## src/rtl/div_pkg.sv

```systemverilog
// Shared definitions for the mantissa divider.
//   MANT_W  : default fraction width of each operand
//   Q_W     : quotient width (hidden bit + fraction + guard + one extra bit for the <1.0 case)
//   state_e : divider control states
//   CMP_*   : result codes of the magnitude comparator
package div_pkg;

    localparam int unsigned MANT_W = 23;
    localparam int unsigned Q_W    = MANT_W + 3;

    typedef enum logic [1:0] {
        IDLE,
        CALC,
        NORM,
        DONE
    } state_e;

    localparam logic [1:0] CMP_GT = 2'b10;
    localparam logic [1:0] CMP_LT = 2'b01;
    localparam logic [1:0] CMP_EQ = 2'b00;

endpackage

```

## src/rtl/mant_cmp.sv

```systemverilog
// Combinational unsigned 3-way magnitude compare.
//   a, b : operands (W bits)
//   code : CMP_GT when a > b, CMP_LT when a < b, CMP_EQ when equal
module mant_cmp
    import div_pkg::*;
#(
    parameter int unsigned W = 25
) (
    input  logic [W-1:0] a,
    input  logic [W-1:0] b,
    output logic [1:0]   code
);

    always_comb begin
        code = CMP_EQ;
        if (a > b) begin
            code = CMP_GT;
        end else if (a < b) begin
            code = CMP_LT;
        end
    end

endmodule

```

## src/rtl/mant_div_seq.sv

```systemverilog
// Sequential restoring divider for the FPU division path, one quotient bit per clock.
//   clk, rst            : clock, synchronous active-high reset
//   start, ready        : operand handshake (start sampled only while ready)
//   a_mant, b_mant      : dividend / divisor fractions (hidden 1 restored internally)
//   out_valid, out_ready: result handshake
//   mant, guard, sticky : normalized quotient mantissa and rounding bits
//   exp_dec             : quotient was below 1.0, exponent must be decremented
module mant_div_seq #(
    parameter int unsigned MANT_W = div_pkg::MANT_W
) (
    input  logic              clk,
    input  logic              rst,
    input  logic              start,
    input  logic [MANT_W-1:0] a_mant,
    input  logic [MANT_W-1:0] b_mant,
    output logic              ready,
    output logic              out_valid,
    input  logic              out_ready,
    output logic [MANT_W:0]   mant,
    output logic              guard,
    output logic              sticky,
    output logic              exp_dec
);
    import div_pkg::*;

    localparam int unsigned QW = MANT_W + 3;
    localparam int unsigned DW = MANT_W + 1;
    localparam int unsigned RW = MANT_W + 2;
    localparam logic [4:0]  LAST_BIT = 5'(QW - 1);

    state_e            state_q, state_d;
    logic [4:0]        cnt_q, cnt_d;
    logic [RW-1:0]     r_q, r_d;
    logic [DW-1:0]     d_q, d_d;
    logic [QW-1:0]     q_q, q_d;
    logic [MANT_W:0]   mant_d;
    logic              guard_d, sticky_d, exp_dec_d;

    logic [1:0]        cmp_code;
    logic              sub;
    logic [RW-1:0]     diff;

    mant_cmp #(
        .W (RW)
    ) u_cmp (
        .a    (r_q),
        .b    ({1'b0, d_q}),
        .code (cmp_code)
    );

    // Illegal code 2'b11 falls through to "no subtract", i.e. treated as LT.
    assign sub  = (cmp_code == CMP_GT) || (cmp_code == CMP_EQ);
    assign diff = r_q - {1'b0, d_q};

    // Gated by rst so ready is low for the whole reset pulse.
    assign ready     = (state_q == IDLE) && !rst;
    assign out_valid = (state_q == DONE);

    always_comb begin
        state_d   = state_q;
        cnt_d     = cnt_q;
        r_d       = r_q;
        d_d       = d_q;
        q_d       = q_q;
        mant_d    = mant;
        guard_d   = guard;
        sticky_d  = sticky;
        exp_dec_d = exp_dec;

        unique case (state_q)
            IDLE: begin
                if (start) begin
                    r_d     = {1'b0, 1'b1, a_mant};
                    d_d     = {1'b1, b_mant};
                    q_d     = '0;
                    cnt_d   = '0;
                    state_d = CALC;
                end
            end
            CALC: begin
                q_d = {q_q[QW-2:0], sub};
                // R stays below 2*D, so the shifted value always fits in RW bits.
                r_d = sub ? {diff[RW-2:0], 1'b0} : {r_q[RW-2:0], 1'b0};
                if (cnt_q == LAST_BIT) begin
                    state_d = NORM;
                end else begin
                    cnt_d = cnt_q + 5'd1;
                end
            end
            NORM: begin
                if (q_q[QW-1]) begin
                    mant_d    = q_q[QW-1:2];
                    guard_d   = q_q[1];
                    sticky_d  = q_q[0] | (r_q != '0);
                    exp_dec_d = 1'b0;
                end else begin
                    mant_d    = q_q[QW-2:1];
                    guard_d   = q_q[0];
                    sticky_d  = (r_q != '0);
                    exp_dec_d = 1'b1;
                end
                cnt_d   = '0;
                state_d = DONE;
            end
            DONE: begin
                if (out_ready) begin
                    state_d = IDLE;
                end
            end
        endcase
    end

    always_ff @(posedge clk) begin
        if (rst) begin
            state_q <= IDLE;
            cnt_q   <= '0;
            r_q     <= '0;
            d_q     <= '0;
            q_q     <= '0;
            mant    <= '0;
            guard   <= 1'b0;
            sticky  <= 1'b0;
            exp_dec <= 1'b0;
        end else begin
            state_q <= state_d;
            cnt_q   <= cnt_d;
            r_q     <= r_d;
            d_q     <= d_d;
            q_q     <= q_d;
            mant    <= mant_d;
            guard   <= guard_d;
            sticky  <= sticky_d;
            exp_dec <= exp_dec_d;
        end
    end

endmodule
```

## config.mk

```make
export PLATFORM = sky130hd
export DESIGN_NAME = mant_div_seq
export DESIGN_NICKNAME = d
export VERILOG_FILES = /design/src/rtl/div_pkg.sv /design/src/rtl/mant_cmp.sv /design/src/rtl/mant_div_seq.sv
export SDC_FILE = /design/constraint.sdc
export NUM_CORES = 1
export LEC_CHECK = 0
export CAP_MARGIN = 20
export CORE_MARGIN = 4
export CORE_UTILIZATION = 35
export DETAILED_ROUTE_END_ITERATION = 10
export HOLD_SLACK_MARGIN = 0.05
export SETUP_SLACK_MARGIN = 0.1
export SLEW_MARGIN = 5
export SYNTH_ARGS = -nofsm -noshare
export SYNTH_HDL_FRONTEND = slang
export SYNTH_SLANG_ARGS = --single-unit
```

## constraint.sdc

```tcl
create_clock -name clk -period 3.1 [get_ports clk]
set_input_delay 0.93 -clock clk [delete_from_list [all_inputs] [get_ports clk]]
set_output_delay 0.93 -clock clk [all_outputs]
set_load 0.02 [all_outputs]
```

Word level (Yosys, flattened, before mapping)
Cells that the tools add are included.

cells by class
  $add $sub $neg = 2
  magnitude comparators = 2
  equality and inequality tests = 9
  multiplexer cells = 18
  bitwise operators = 1
  reduce and logical (&&, ||, !) cells = 12

operator list
  kind                                                    count
  one-hot mux 26 bit (2 select lines)                     1
  two-way mux 25 bit                                      2
  one-hot mux 25 bit (2 select lines)                     1
  two-way mux 26 bit                                      1
  greater-than comparator 25 x 24 -> 1 bit                1
  less-than comparator 25 x 24 -> 1 bit                   1
  nonzero test 25 bit                                     1
  two-way mux 24 bit                                      1
  subtractor 24 bit                                       1
  one-hot mux 5 bit (3 select lines)                      1
  two-way mux 5 bit                                       2
  two-way mux 2 bit                                       4
  one-hot mux 2 bit (4 select lines)                      1
  equality test 2 bit (second input constant)             3
  inequality test 2 bit (second input constant)           3
  AND reduction 3 bit                                     2
  adder 5 x 1 -> 5 bit (second input constant)            1
  equality test 5 bit (second input constant)             1
  logical NOT 2 bit                                       2
  two-way mux 1 bit                                       4
  AND reduction 2 bit                                     2
  nonzero test 3 bit                                      1
  equality test 2 x 1 -> 1 bit (second input constant)    1
  inequality test 2 x 1 -> 1 bit (second input constant)  1
  other kinds (5)                                         5

storage, ports and cells
  register bits = 109
  input port bits = 50
  output and inout port bits = 29
  logic and storage cells = 53

Logic depth before layout (Yosys ltp)
  word-level depth = 7
  gate-level depth with buffers = 12
  mapped depth without buffers = 12

Cells and area by module
A second synthesis with hierarchy kept.

unflattened totals
  cell total of the unflattened synthesis = 848
  area total of the unflattened synthesis = 6720.2 um^2

by module, submodules not included
  module        instances  cells an instance  area each (um^2)  seq. area each (um^2)
  mant_div_seq  1          757                6077.1            2182.1
  mant_cmp      1          91                 643.1             0.0

Worst setup path after synthesis
No wires, ideal clock.

  kind = register -> register
  start = register r_q[0]
  end = register r_q[23]
  arrival time = 2451 ps
  required time = 2962 ps
  slack = 511 ps
  stages on the path, launching flop included = 13
  cells stage by stage = dfxtp_1 -> inv_1 -> ha_1 -> inv_1 -> fa_1 -> a211oi_1 -> o21bai_1 -> a211oi_2 -> o31ai_1 -> and4b_1 -> or3_1 -> mux2i_1 -> a211oi_1

on the way
  word-level cells in the longest chain between the ends = 7

RTL lines
  what                                                      line                 text
  start, declared                                           mant_div_seq.sv:33   logic [RW-1:0] r_q, r_d;
  start signal, assigned                                    mant_div_seq.sv:127  r_q <= r_d;
  less-than comparator 25 x 24 -> 1 bit                     mant_cmp.sv:18       end else if (a < b) begin
  two-way mux 1 bit                                         mant_cmp.sv:18
  two-way mux 2 bit                                         mant_cmp.sv:16       if (a > b) begin
  equality test 2 bit or logical NOT 2 bit (tied branches)  mant_div_seq.sv:52   assign sub = (cmp_code == CMP_GT) || (cmp_code == CMP_EQ);
  logical OR 1 bit                                          mant_div_seq.sv:52
  two-way mux 25 bit (*)                                    mant_div_seq.sv:83   r_d = sub ? {diff[RW-2:0], 1'b0} : {r_q[RW-2:0], 1'b0};
  one-hot mux 25 bit (2 select lines) (*)                   mant_div_seq.sv:70   unique case (state_q)

Every way passes the cells marked *; elsewhere a longest branch is shown, timed or not.
A chain may end at the register's enable or synchronous reset.

Worst setup path in the final report
  start = register state_q[0]
  end = output port ready

on the way
  word-level cells in the longest chain between the ends = 2

RTL lines
  what                    line                 text
  start, declared         mant_div_seq.sv:31   state_e state_q, state_d;
  start signal, assigned  mant_div_seq.sv:125  state_q <= state_d;
  logical NOT 2 bit       mant_div_seq.sv:56   assign ready = (state_q == IDLE) && !rst;
  logical AND 1 bit       mant_div_seq.sv:56
  end, declared           mant_div_seq.sv:16   output logic ready,

No other way between the ends.

==> metrics <==
Synth top area share 36.1%; top cells by area, synth dfxtp_1 (36%), ha_1 (6.2%), nor2_1 (5.8%), a211oi_1 (5.6%), mux2i_1 (5.1%); worst-margin pin slew between 0.9 and 1 ns; critical-path maximum fanout 7; final setup vio count 0; Core ar. ~17,000 um2; Routed Antenna Nets 0; Layout area overhead 22.0%; Syn Inst Count 723; post-synth top area cell dfxtp_1; vias ~5,300; Final min period between 2 and 3 ns; die area ~19,000 um2; worst hold path type reg2reg; clock root cell clkbuf_16; CTS tree yes; clock sink count around 110; Mapped Avg Cell Area about 8.4 um2; Post-CTS Hold Buffers 0; Cell Pwr Density about 1200 nW/um2; Design Power between 0.008 and 0.009 W; Synth Flop Type dfxtp_1; required time of the critical path around 2.2 ns; fillers between 1,500 and 2,000; Multi-input gate area 3540 um2; CP Capture Type output port; clk slew on worst S/H paths 0.08 ns; Post-DP Area between 7000 and 8000 um2; final worst slack between 0.2 and 0.25 ns; number of CTS-inserted buffers 9; number of max-cap violations 0; FF+latch count, synth 109; Place WS between 0.15 and 0.2 ns; final cycle utilization of the critical path between 90% and 100%; Max rail drop VDD approximately 0.0005 V; Port Buffer Count between 70 and 80; vias in the first global route slightly above 5,000; H-tree Lvls 3; starting density of the core between 30% and 40%; total gr overflow 0; first-pass GRT wire length between 20,000 and 30,000 um; Synth Cell Area around 6000 um2; status finished clean; Slew HR ~37%; GP Congestion 0.905; setup bufs post-CTS 0; register area 2180 um2; Slew Viols, Final 0; Via density 5.29; sequential area share after synthesis between 30% and 40%; Final nets 863; largest net degree at the start of global routing 116; Leakage around 2.6 nW; crit start category register; First-pass DRT Iterations 4; Chip Height around 140 um; global-route usage over all layers 15.9%; drt initial violations between 400 and 500; Bufs on Longest Clock Path 2; setup TNS 0 ns; initial antenna violation count 0; worst setup path category reg2out; CP Data Arrival Time around 2.0 ns; placement row count 47; Fin. Hold Viols 0; WL/cell 15.6 um; asr flop ratio synth 0%; RSZ-0062 raised after global routing no; Post-Syn Nets 804; Clock Latency Late Sink about 0.36 ns; DIE WIDTH between 100 and 150 um; fin area 7370 um2; EDFF count, synth 0; post-route DRC violation count 0; reg-to-reg slack, setup ~0.28 ns; yosys warns 0; FMAX roughly 0.35 GHz; final wirelength roughly 16,000 um; I/O pin total 79; HPWL after DPL approximately 11,000 um; share of cells above drive strength 1 between 8 and 9%; ant diodes 0; Worst Skew ~0.0096 ns; post-synthesis cell type count 73
[final timing paths]
check | start | depth (start not counted) | endpoint
worst max register to register | r_q[0] | 12 | r_q[23]
worst max-delay path | state_q[0] | 4 | ready
worst min-delay path | d_q[21] | 2 | d_q[21]
worst min register to register | d_q[21] | 2 | d_q[21]
[registers in the layout, indices dropped and copies added, names as in the netlist]
| register | cells |
|---|---|
| q_q | 26 |
| r_q | 25 |
| d_q | 24 |
| mant | 24 |
| cnt_q | 5 |
| state_q | 2 |
| exp_dec | 1 |
| guard | 1 |
| sticky | 1 |
[layout make-up]
class                      count  area share (%)
multi-input combinational    527            48.1
sequential                   109            29.6
timing repair buffer          96            12.6
tap                          220            3.73
clock buffer                   9            3.05
inverter                      39            1.99
clock inverter                 7            1.02
[routing by layer]
layer | wire [um] | track usage, % | vias up
li1 | - | - | 2727
met4 | 271 | 6.02 | 0
met1 | 7850 | 22.8 | 2476
met5 | 0 | 0 | -
met2 | 6980 | 24.0 | 105
met3 | 613 | 2.37 | 18
[power by group]
group	switching (W)	leakage [nW]	internal, W
combinational	0.00321	1.57	0.00216
clock	0.000606	0.145	0.000575
sequential	0.000273	0.889	0.00174
total	0.00408	2.60	0.00447
[worst max-delay path, cell delays in order (launching register included)]
cell	delay, ns
dfxtp_1	0.35
inv_1	0.09
ha_1	0.36
nor2b_1	0.17
clkdlybuf4s50_1	0.61
[layout by cell type (no fill, tap or decap), drive strengths merged, types with 7 or more instances in the layout]
cell type,instances
dfxtp,109
nor2,94
clkdlybuf4s50,77
nand2,68
a21oi,54
a211oi,48
inv,43
mux2i,31
ha,30
a22oi,25
o21ai,24
buf,19
nand3,16
nor3,14
o41ai,10
xnor2,9
clkbuf,9
xor2,8
o21a,8
nor4,8
o211ai,7
[repair_timing]
action | CTS | global route
setup endpoints to repair | 0 | 2
gates resized for setup | 0 | 4
endpoints found under the hold margin | 0 | 0
[per-stage QoR]
step | utilization [%] | hold WS (ns) | cells
3_5_place_dp | 42.1 | 0.448 | 991
6_report | 44.0 | 0.458 | 1007
3_3_place_gp | 42.1 | 0.443 | 991
4_1_cts | 43.9 | 0.458 | 1007
5_1_grt | 44.0 | 0.477 | 1007
2_1_floorplan | - | 0.435 | 723
[synthesized netlist by cell type, types with 9 or more instances]
cell type  count
dfxtp_1      109
nor2_1        93
nand2_1       67
a21oi_1       53
a211oi_1      45
clkbuf_1      40
inv_1         38
mux2i_1       31
ha_1          30
a22oi_1       25
o21ai_0       21
nand3_1       16
nor3_1        13
xnor2_1        9
[kinds of logic (layout without fill, tap and decap cells)]
family / Yosys count / count (layout) / share of synthesized area [%]
DFF: 109 / 109 / 36.1
AOI/OAI and AO/OA: 211 / 211 / 25.9
adders and majority gates: 31 / 31 / 6.54
xor gates and xnor gates: 17 / 17 / 2.46
and+or+nand+nor: 236 / 236 / 18.0
muxes: 32 / 32 / 5.32
buffers and inverters: 87 / 151 / 5.73
No activity file was read; power rests on OpenSTA's default activity.
